**src/rtl/video_pkg.sv**
```systemverilog
// rtl/video_pkg.sv - timing constants and colour layout shared by the video shifter
// Ports: none (package).
package video_pkg;

    // Raster geometry in 16 MHz clocks / lines.
    localparam int H_TOTAL  = 1024;
    localparam int H_ACTIVE = 640;
    localparam int HS_START = 800;
    localparam int HS_LEN   = 76;
    localparam int V_TOTAL  = 312;
    localparam int V_START  = 56;
    localparam int V_ACTIVE = 200;
    localparam int VS_START = 290;
    localparam int VS_LEN   = 3;

    // Border stops 16 clocks ahead of hsync and is suppressed 8 lines either side of vsync.
    localparam int BORDER_H_GUARD = 16;
    localparam int BORDER_V_GUARD = 8;

    localparam int HCNT_W = 10;
    localparam int VCNT_W = 9;

    // Counter-width copies so comparisons stay width-matched.
    localparam logic [HCNT_W-1:0] H_LAST_C     = HCNT_W'(H_TOTAL - 1);
    localparam logic [HCNT_W-1:0] H_ACT_END_C  = HCNT_W'(H_ACTIVE);
    localparam logic [HCNT_W-1:0] HS_START_C   = HCNT_W'(HS_START);
    localparam logic [HCNT_W-1:0] HS_END_C     = HCNT_W'(HS_START + HS_LEN);
    localparam logic [HCNT_W-1:0] BORDER_H_END = HCNT_W'(HS_START - BORDER_H_GUARD);
    localparam logic [VCNT_W-1:0] V_LAST_C     = VCNT_W'(V_TOTAL - 1);
    localparam logic [VCNT_W-1:0] V_START_C    = VCNT_W'(V_START);
    localparam logic [VCNT_W-1:0] V_END_C      = VCNT_W'(V_START + V_ACTIVE);
    localparam logic [VCNT_W-1:0] VS_START_C   = VCNT_W'(VS_START);
    localparam logic [VCNT_W-1:0] VS_END_C     = VCNT_W'(VS_START + VS_LEN);
    localparam logic [VCNT_W-1:0] VB_START_C   = VCNT_W'(VS_START - BORDER_V_GUARD);
    localparam logic [VCNT_W-1:0] VB_END_C     = VCNT_W'(VS_START + VS_LEN + BORDER_V_GUARD);

    // rgb18 layout: {r[5:0], g[5:0], b[5:0]}.
    localparam int COLOR_BITS = 6;
    localparam int RGB_BITS   = 3 * COLOR_BITS;
    localparam int R_HI = 17;
    localparam int R_LO = 12;
    localparam int G_HI = 11;
    localparam int G_LO = 6;
    localparam int B_HI = 5;
    localparam int B_LO = 0;

    localparam int PAL_IDX_W = 4;
    localparam int PAL_DEPTH = 16;
    localparam int ADDR_W    = 16;

endpackage

```
**src/rtl/video_palette.sv**
```systemverilog
// rtl/video_palette.sv - 16x18 palette register file, one write port, one async read port
// Ports: clk/reset (async high); we, waddr, wdata write port; raddr -> rdata combinational read.
// A write lands on the clock edge, so a read in the same cycle still returns the old entry.
module video_palette
    import video_pkg::*;
(
    input  logic                 clk,
    input  logic                 reset,
    input  logic                 we,
    input  logic [PAL_IDX_W-1:0] waddr,
    input  logic [RGB_BITS-1:0]  wdata,
    input  logic [PAL_IDX_W-1:0] raddr,
    output logic [RGB_BITS-1:0]  rdata
);

    logic [RGB_BITS-1:0] mem [PAL_DEPTH];

    always_ff @(posedge clk or posedge reset) begin
        if (reset) begin
            for (int i = 0; i < PAL_DEPTH; i++) begin
                mem[i] <= '0;
            end
        end else if (we) begin
            mem[waddr] <= wdata;
        end
    end

    assign rdata = mem[raddr];

endmodule

```
**src/rtl/video_shifter.sv**
```systemverilog
// rtl/video_shifter.sv - 15 kHz raster generator: timing, framebuffer fetch, palette lookup
// Ports: clk, reset (async high); fetch_addr out / fetch_data in (1-clock read latency);
//        border_idx; pal_we/pal_addr/pal_data palette writes;
//        hs_out, vs_out (active low), vblank, r_out/g_out/b_out (6-bit each).
// Pipeline: stage 0 counters + classification, stage 1 fetch data + palette read,
//           stage 2 output registers. Position-to-output latency is 2 clocks.
module video_shifter
    import video_pkg::*;
(
    input  logic                  clk,
    input  logic                  reset,
    output logic [ADDR_W-1:0]     fetch_addr,
    input  logic [PAL_IDX_W-1:0]  fetch_data,
    input  logic [PAL_IDX_W-1:0]  border_idx,
    input  logic                  pal_we,
    input  logic [PAL_IDX_W-1:0]  pal_addr,
    input  logic [RGB_BITS-1:0]   pal_data,
    output logic                  hs_out,
    output logic                  vs_out,
    output logic                  vblank,
    output logic [COLOR_BITS-1:0] r_out,
    output logic [COLOR_BITS-1:0] g_out,
    output logic [COLOR_BITS-1:0] b_out
);

    logic [HCNT_W-1:0] hcnt;
    logic [VCNT_W-1:0] vcnt;
    logic [ADDR_W-1:0] addr_q;

    logic h_wrap;
    logic frame_wrap;
    logic v_act0;
    logic active0;
    logic hs_n0;
    logic vs_n0;
    logic border0;

    logic active1;
    logic border1;
    logic hs_n1;
    logic vs_n1;
    logic v_act1;

    logic [PAL_IDX_W-1:0] lookup_idx;
    logic [RGB_BITS-1:0]  pal_rgb;
    logic [RGB_BITS-1:0]  pix_rgb;

    // Stage 0: raster counters.
    assign h_wrap     = (hcnt == H_LAST_C);
    assign frame_wrap = h_wrap && (vcnt == V_LAST_C);

    always_ff @(posedge clk or posedge reset) begin
        if (reset) begin
            hcnt <= '0;
            vcnt <= '0;
        end else if (h_wrap) begin
            hcnt <= '0;
            vcnt <= (vcnt == V_LAST_C) ? '0 : vcnt + 1'b1;
        end else begin
            hcnt <= hcnt + 1'b1;
        end
    end

    // Stage 0: classify the current position.
    always_comb begin
        v_act0  = (vcnt >= V_START_C) && (vcnt < V_END_C);
        active0 = (hcnt < H_ACT_END_C) && v_act0;
        hs_n0   = !((hcnt >= HS_START_C) && (hcnt < HS_END_C));
        vs_n0   = !((vcnt >= VS_START_C) && (vcnt < VS_END_C));
        border0 = !active0 && (hcnt < BORDER_H_END)
                  && !((vcnt >= VB_START_C) && (vcnt < VB_END_C));
    end

    // Pixel address: advances after the second clock of each active pixel and is cleared
    // on the frame wrap so it already reads 0 while the counters sit at (0,0).
    always_ff @(posedge clk or posedge reset) begin
        if (reset) begin
            addr_q <= '0;
        end else if (frame_wrap) begin
            addr_q <= '0;
        end else if (active0 && hcnt[0]) begin
            addr_q <= addr_q + 1'b1;
        end
    end

    assign fetch_addr = addr_q;

    // Stage 1: the framebuffer returns fetch_data now; the position flags are delayed to match.
    always_ff @(posedge clk or posedge reset) begin
        if (reset) begin
            active1 <= 1'b0;
            border1 <= 1'b0;
            hs_n1   <= 1'b1;
            vs_n1   <= 1'b1;
            v_act1  <= 1'b0;
        end else begin
            active1 <= active0;
            border1 <= border0;
            hs_n1   <= hs_n0;
            vs_n1   <= vs_n0;
            v_act1  <= v_act0;
        end
    end

    assign lookup_idx = active1 ? fetch_data : border_idx;

    video_palette u_palette (
        .clk   (clk),
        .reset (reset),
        .we    (pal_we),
        .waddr (pal_addr),
        .wdata (pal_data),
        .raddr (lookup_idx),
        .rdata (pal_rgb)
    );

    assign pix_rgb = (active1 || border1) ? pal_rgb : '0;

    // Stage 2: colour and sync leave through the same register stage, so they never skew.
    always_ff @(posedge clk or posedge reset) begin
        if (reset) begin
            hs_out <= 1'b1;
            vs_out <= 1'b1;
            vblank <= 1'b1;
            r_out  <= '0;
            g_out  <= '0;
            b_out  <= '0;
        end else begin
            hs_out <= hs_n1;
            vs_out <= vs_n1;
            vblank <= !v_act1;
            r_out  <= pix_rgb[R_HI:R_LO];
            g_out  <= pix_rgb[G_HI:G_LO];
            b_out  <= pix_rgb[B_HI:B_LO];
        end
    end

endmodule

```
**config.mk**
```make
export PLATFORM = sky130hd
export DESIGN_NAME = video_shifter
export DESIGN_NICKNAME = d
export VERILOG_FILES = /design/src/rtl/video_pkg.sv /design/src/rtl/video_palette.sv /design/src/rtl/video_shifter.sv
export SDC_FILE = /design/constraint.sdc
export NUM_CORES = 1
export LEC_CHECK = 0
export CAP_MARGIN = 15
export CORE_MARGIN = 1
export CORE_UTILIZATION = 30
export CTS_CLUSTER_DIAMETER = 150
export DETAILED_ROUTE_END_ITERATION = 8
export SLEW_MARGIN = 20
export SYNTH_ARGS = -nofsm -noshare
export SYNTH_HDL_FRONTEND = slang
export SYNTH_SLANG_ARGS = --single-unit
```
**constraint.sdc**
```tcl
create_clock -name clk -period 20.2 [get_ports clk]
set_input_delay 4.04 -clock clk [delete_from_list [all_inputs] [get_ports clk]]
set_output_delay 4.04 -clock clk [all_outputs]
set_load 0.03 [all_outputs]
```
==> flow_metrics.py, run 1 <==
metrics = {
    "detailed_routing": {
        "avgRoutedWirePerCell_um": 20.88,
        "detail_route.vias_per_cell": 5.035,
        "final_antenna_net_count": 0,
        "vias": 9430,
        "remaining_drc_errors": 0,
        "drt_first_pass_iters": 5,
        "drt_wl_total_um": 39110,
        "drt_iter0_drc": 737,
    },
    "die": {
        "initial_core_utilization_pct": 30.62,
        "row_count": 83,
        "dieHeight_um": 231.7,
        "die_area_um2": 53710,
        "horiz_die_dim_um": 231.7,
        "design.portCount": 70,
        "floorplan.core_area_um2": 51720,
    },
    "sta": {
        "timing.final.hold_violations": 0,
        "maxSlewHeadroom_pct": 25.44,
        "period_needed_ns": 6.605,
        "final-setup-viol-count": 0,
        "worstMarginPinSlew_ns": 1.118,
        "max_freq_mhz": 151.4,
        "finalCritPeriodShare_pct": 32.70,
        "setup_repair_after_global_routing_missed_its_margin": "no",
        "totalNegativeSetupSlack_ns": 0,
        "maxSlewViolCount": 0,
        "fin_skew_ns": 0.01488,
    },
    "clock_tree": {
        "clkTransAtPathRegs_ns": 0.06,
        "post_cts_repair_setup_buffers": 0,
        "cts_tree": "built",
        "hold_bufs_inserted_after_cts": 0,
        "clock-root-buffer": "sky130_fd_sc_hd__clkbuf_16",
        "cts_resized": 0,
        "numClockSinks": 349,
        "clkLatencyLatePin_ns": 0.55,
        "numCtsBuffers": 40,
        "cts-htree-levels": 2,
        "cts.path.max_buffers": 3,
    },
    "critical_path": {
        "worst-path-max-fanout": 48,
        "endpoint_kind": "flip-flop",
        "worstSetupStartpointType": "input pin",
        "worstRegToRegCells": 6,
        "timing.rr.start": "active1$_DFF_PP0_",
        "worst-r2r-setup-slack_ns": 16.58,
        "worst-setup-path-type": "in2reg",
        "critical_path_required_ns": 20.57,
        "rr_endpoint": "b_out[0]$_DFF_PP0_",
        "timing.critical_path.arrival_ns": 6.98,
    },
    "grt": {
        "grt_pass1_vias": 9954,
        "global_route_wire_length_before_repair_um": 61300,
        "grt_start_max_net_pins": 123,
        "grt_antenna_before_repair": 1,
        "grt_util_all_layers_pct": 15.02,
        "grt_overflow": 0,
    },
    "power_and_ir_drop": {
        "share_clk_of_total_power_pct": 37.2,
        "power_frac_seq_pct": 47.0,
        "powerDensity_nw_per_um2": 104.6,
        "power.switching_mw": 0.4771,
        "share_comb_of_total_power_pct": 15.8,
        "leakage_power_figure_nw": 7.697,
        "worst_ir_drop_on_vdd_mv": 0.05283,
        "internal_power_mw": 1.470,
        "power_switching_share_pct": 24.51,
    },
    "synth": {
        "synth_top_family_by_area": "multiplexers",
        "synth_mux_area_share_pct": 31.19,
        "synth-edff-count": 0,
        "yosysMostFrequentCell": "sky130_fd_sc_hd__dfrtp_1",
        "synth-seq-cells": 349,
        "ys_seq_area_share_pct": 55.19,
        "synth_xor_xnor_area_share_pct": 1.272,
        "postSynth.topFlopCell": "sky130_fd_sc_hd__dfrtp_1",
        "yosys.area_share.simple_pct": 6.092,
        "synth_compound_gate_area_share_pct": 3.287,
        "netlist_area_um2": 15840,
        "synthTopCellsByArea": "sky130_fd_sc_hd__dfrtp_1, sky130_fd_sc_hd__mux2_2, sky130_fd_sc_hd__mux4_2",
        "synth.avg_cell_area_um2": 14.42,
        "synth_largest_area_cell": "sky130_fd_sc_hd__dfrtp_1",
        "synth_common_cells": "sky130_fd_sc_hd__dfrtp_1, sky130_fd_sc_hd__mux2_2, sky130_fd_sc_hd__nand2_1",
        "synth-adder-area-share_pct": 0.3161,
        "synthesis.instances": 1098,
        "synthArstFlopShare_pct": 100.0,
        "synthesis.yosys.warnings": 0,
        "yosys.area.top_type_share_pct": 54.36,
        "synthesis.nets": 1135,
        "synth_cell_types": 59,
    },
    "place": {
        "routabilityCongestion": 0.7963,
        "io_buffer_count": 69,
        "dp_cells": 1803,
        "dp_hpwl_um": 21480,
        "area_post_placement_um2": 17260,
    },
    "outcome": {
        "status": "complete, no violations",
    },
    "worst_hold_path": {
        "min_delay_path_depth": 0,
        "hold_path.startpoint": "hs_n1$_DFF_PP1_",
        "worst_hold_path.endpoint": "hs_out$_DFF_PP1_",
        "hold_path_class": "reg2reg",
    },
    "finish": {
        "num-fill-cells": 4962,
        "layout.cell_area.non_filler_um2": 18610,
        "synthToLayoutAreaGrowth_pct": 17.49,
        "nets": 1203,
        "num_antenna_cells": 0,
        "layout-drive-gt1-share_pct": 39.15,
        "fin_cells": 1873,
    },
    "run": {
        "number_of_max_capacitance_violations_reported": 0,
    },
}
worst max-delay path by stage:
stage                             start                 end  slack [ns]
after floorplan                   reset   active1$_DFF_PP0_        6.49
after global placement    border_idx[0]  b_out[0]$_DFF_PP0_       12.98
after detailed placement  border_idx[0]  g_out[1]$_DFF_PP0_       12.97
after CTS                 border_idx[0]  b_out[0]$_DFF_PP0_       13.56
after global routing      border_idx[0]  b_out[1]$_DFF_PP0_       13.38
final                     border_idx[0]  b_out[0]$_DFF_PP0_       13.60
routing by layer:
metal	vias to the layer above	GRT usage (%)	wire (um)
met4	0	4.502	822
met3	58	2.468	1466
met1	5004	20.35	17850
met2	203	24.62	18970
li1	4165	-	-
met5	-	0	0
registers in the layout, indices dropped and copies added (netlist names):
signal	cells
active1	1
b_out	6
border1	1
fetch_addr	16
g_out	6
hcnt	10
hs_n1	1
hs_out	1
r_out	6
u_palette.mem	288
v_act1	1
vblank	1
vcnt	9
vs_n1	1
vs_out	1
area by class of cell:
class | instances | area (um^2) | share of cell area [%]
clock buffer | 54 | 1114 | 5.985
clock inverter | 15 | 196.4 | 1.056
inverter | 14 | 60.06 | 0.3228
multi-input combinational | 665 | 6728 | 36.16
sequential | 349 | 8740 | 46.97
tap | 680 | 850.8 | 4.573
timing repair buffer | 96 | 917.1 | 4.929
cell usage in the layout, fill, tap and decap left out, types with 5 or more instances in the layout:
master                              n
sky130_fd_sc_hd__nand2_1           92
sky130_fd_sc_hd__nand4_1           11
sky130_fd_sc_hd__mux2i_1            8
sky130_fd_sc_hd__mux4_1            12
sky130_fd_sc_hd__nor2_1            36
sky130_fd_sc_hd__a41oi_2            7
sky130_fd_sc_hd__nand3_1           21
sky130_fd_sc_hd__inv_1             13
sky130_fd_sc_hd__a41oi_1            9
sky130_fd_sc_hd__clkdlybuf4s50_1   69
sky130_fd_sc_hd__clkbuf_8           6
sky130_fd_sc_hd__clkbuf_16         40
sky130_fd_sc_hd__dfrtp_1          344
sky130_fd_sc_hd__o21ai_0           14
sky130_fd_sc_hd__xor2_1            19
sky130_fd_sc_hd__dfstp_2            5
sky130_fd_sc_hd__buf_4             25
sky130_fd_sc_hd__mux2_2           289
sky130_fd_sc_hd__clkbuf_1           8
sky130_fd_sc_hd__mux4_2            56
sky130_fd_sc_hd__nor2_2             9
sky130_fd_sc_hd__a21oi_1            6
sky130_fd_sc_hd__clkinv_2           7
sky130_fd_sc_hd__nor3_1             8
worst max-delay path, stage by stage:
cell                              delay (ns)
sky130_fd_sc_hd__clkdlybuf4s50_1        0.55
sky130_fd_sc_hd__mux2i_4                0.19
sky130_fd_sc_hd__buf_4                  0.43
sky130_fd_sc_hd__buf_4                  0.84
sky130_fd_sc_hd__mux4_1                 0.65
sky130_fd_sc_hd__nand2_1                0.08
sky130_fd_sc_hd__a41oi_1                0.13
kinds of logic after synthesis:
| kind of cell | Yosys count |
|---|---|
| buf+inv | 84 |
| mux | 367 |
| xor+xnor | 23 |
| compound gates | 64 |
| flops | 349 |
| simple gates | 207 |
| fa+ha+maj | 4 |
stage by stage:
stage	util, %	hold WS [ns]	power, mW	setup slack [ns]
finish	35.98	0.3540	1.947	13.60
global route	35.98	0.3637	2.042	13.38
CTS	35.91	0.3553	1.973	13.56
detailed placement	33.38	0.3472	1.237	12.97
global placement	33.38	0.3475	1.224	12.98
floorplan	-	0.3367	1.144	6.490
power groups by stage:
| stage | logic (mW) | registers [mW] | clock network (mW) |
|---|---|---|---|
| after CTS | 0.313 | 0.914 | 0.746 |
| after global placement | 0.303 | 0.921 | 0 |
| after global routing | 0.335 | 0.932 | 0.775 |
| after detailed placement | 0.312 | 0.925 | 0 |
| final | 0.309 | 0.914 | 0.724 |
| after floorplan | 0.226 | 0.918 | 0 |
Note: power is estimated with default switching activity, not from simulation.
==> inputs of run 2 (changes only) <==
==> constraint.sdc (replaced) <==
create_clock -name clk -period 5.6 [get_ports clk]
set_input_delay 1.12 -clock clk [delete_from_list [all_inputs] [get_ports clk]]
set_output_delay 1.12 -clock clk [all_outputs]
set_load 0.03 [all_outputs]
==> run 2 against run 1 <==
Register-to-register slack lost 14 ns. First-iteration DRC count decreased by 18%. Setup slack lost 11 ns. Die area is the same. Sequential power increased to 3.6 times the previous value. Critical endpoint is now g_out[4]$_DFF_PP0_.
==> flow_metrics.py, run 2 (synthesis gave the netlist of run 1 again) <==
metrics = {
    "run": {
        "number_of_max_capacitance_violations_reported": 0,
    },
    "detailed_routing": {
        "drt_first_pass_iters": 5,
        "avgRoutedWirePerCell_um": 20.38,
        "remaining_drc_errors": 0,
        "final_antenna_net_count": 0,
        "drt_wl_total_um": 38050,
        "vias": 9344,
        "drt_iter0_drc": 601,
        "detail_route.vias_per_cell": 5.005,
    },
    "sta": {
        "worstMarginPinSlew_ns": 1.111,
        "max_freq_mhz": 334.6,
        "finalCritPeriodShare_pct": 53.38,
        "timing.final.hold_violations": 0,
        "fin_skew_ns": 0.02442,
        "finalHoldWorstSlack_ns": 0.3540,
        "maxSlewHeadroom_pct": 25.93,
        "period_needed_ns": 2.989,
        "final-setup-viol-count": 0,
        "setup_repair_after_global_routing_missed_its_margin": "no",
        "totalNegativeSetupSlack_ns": 0,
        "maxSlewViolCount": 0,
    },
    "power_and_ir_drop": {
        "power.switching_mw": 1.724,
        "worst_ir_drop_on_vdd_mv": 0.1856,
        "power_frac_seq_pct": 46.5,
        "share_clk_of_total_power_pct": 37.8,
        "powerDensity_nw_per_um2": 380.2,
        "share_comb_of_total_power_pct": 15.7,
        "leakage_power_figure_nw": 7.696,
        "power_switching_share_pct": 24.29,
        "internal_power_mw": 5.371,
    },
    "die": {
        "floorplan.core_area_um2": 51720,
        "row_count": 83,
        "dieHeight_um": 231.7,
        "die_area_um2": 53710,
        "horiz_die_dim_um": 231.7,
        "initial_core_utilization_pct": 30.62,
        "design.portCount": 70,
    },
    "clock_tree": {
        "cts.path.max_buffers": 3,
        "cts_resized": 0,
        "cts-htree-levels": 2,
        "clkLatencyLatePin_ns": 0.55,
        "clock-root-buffer": "sky130_fd_sc_hd__clkbuf_16",
        "clkTransAtPathRegs_ns": 0.06,
        "numClockSinks": 349,
        "numCtsBuffers": 40,
        "post_cts_repair_setup_buffers": 0,
        "hold_bufs_inserted_after_cts": 0,
        "cts_tree": "built",
    },
    "critical_path": {
        "worstSetupStartpointType": "input pin",
        "slowest_delay_ns": 0.63,
        "timing.critical_path.slowest_stage_cell": "sky130_fd_sc_hd__mux4_1",
        "critical_path_required_ns": 5.97,
        "timing.critical_path.arrival_ns": 3.36,
        "worst-setup-path-type": "in2reg",
        "endpoint_kind": "flip-flop",
        "timing.critical_path.max_delay_family": "buffers and inverters",
        "worst-path-max-fanout": 70,
        "critPathBufInv": 2,
        "critical_path.cell_chain": "clkdlybuf4s50_1 -> mux2i_4 -> buf_12 -> mux4_1 -> nand2_1 -> a41oi_2",
        "worst-r2r-setup-slack_ns": 3.03,
    },
    "grt": {
        "globalRouteMet2Util_pct": 24.05,
        "grt_start_max_net_pins": 173,
        "grt.met1_usage_pct": 19.68,
        "grtUsageMet3_pct": 2.493,
        "grt_overflow": 0,
        "grt_pass1_vias": 9892,
        "grt_most_used_layer": "met2",
        "grt_antenna_before_repair": 1,
        "grt_util_all_layers_pct": 14.69,
        "global_route_wire_length_before_repair_um": 60110,
    },
    "finish": {
        "synthToLayoutAreaGrowth_pct": 17.84,
        "final_core_util_pct": 36.08,
        "num_antenna_cells": 0,
        "layout-drive-gt1-share_pct": 38.92,
        "largest_reg_flops": 288,
        "num-fill-cells": 4957,
        "most-common-layout-cells": "sky130_fd_sc_hd__dfrtp_1, sky130_fd_sc_hd__mux2_2, sky130_fd_sc_hd__nand2_1",
        "max_flop_register": "u_palette.mem",
        "sequential_area_um2": 8740,
        "multi_input_area_um2": 6760,
        "nets": 1197,
        "layout.cells.most_common": "sky130_fd_sc_hd__dfrtp_1",
    },
    "place": {
        "io_buffer_count": 69,
        "routabilityCongestion": 0.7464,
        "dp_hpwl_um": 21450,
    },
    "outcome": {
        "status": "complete, no violations",
    },
    "worst_hold_path": {
        "hold_path_class": "reg2reg",
    },
}
## run 2: cell count changes in the layout (fill, tap and decap cells not counted), moves of 2 or more
cell / delta
sky130_fd_sc_hd__nor2_2: -5
sky130_fd_sc_hd__clkbuf_8: +2
sky130_fd_sc_hd__buf_4: -8
sky130_fd_sc_hd__clkbuf_1: -2
sky130_fd_sc_hd__buf_12: +4
sky130_fd_sc_hd__nor2_4: +5
## run 2: per-layer routing
metal,share of wire (%),vias up
met5,0.034,-
met4,2.6,2
met3,3.6,59
met2,48,157
met1,45,4978
li1,-,4148
## run 2: power groups by stage
stage                     Combinational, mW  Clock, mW  Sequential (mW)
after floorplan                       0.817          0             3.31
after global placement                 1.10          0             3.32
after detailed placement               1.13          0             3.34
after CTS                              1.13       2.77             3.30
after global routing                   1.21       2.87             3.36
final                                  1.12       2.68             3.30
## run 2: worst paths after layout
kind | start | endpoint | cells past startpoint
hold reg to reg | hs_n1$_DFF_PP1_ | hs_out$_DFF_PP1_ | 0
setup / recovery | border_idx[0] | g_out[4]$_DFF_PP0_ | 6
hold / removal | hs_n1$_DFF_PP1_ | hs_out$_DFF_PP1_ | 0
max in group asynchronous | reset | u_palette.mem[135]$_DFFE_PP0P_ | 3
min in group asynchronous | reset | fetch_addr[7]$_DFFE_PP0P_ | 2
setup reg to reg | active1$_DFF_PP0_ | g_out[4]$_DFF_PP0_ | 6
## run 2: per-stage QoR
step / power [mW] / setup WS (ns) / area (um^2) / instances
floorplan: 4.128 / -0.1883 / 15840 / 1098
global placement: 4.416 / 2.112 / 17310 / 1798
detailed placement: 4.465 / 2.082 / 17310 / 1798
CTS: 7.202 / 2.618 / 18660 / 1867
global route: 7.448 / 2.498 / 18660 / 1867
finish: 7.095 / 2.611 / 18660 / 1867
## run 2: layout make-up
type / count / area share (%)
flip-flops and latches: 349 / 46.84
multi-input cells: 665 / 36.23
clock buffers: 54 / 6.075
repair buffers: 90 / 4.814
well taps: 680 / 4.559
clock inverters: 15 / 1.187
inverters: 14 / 0.3017
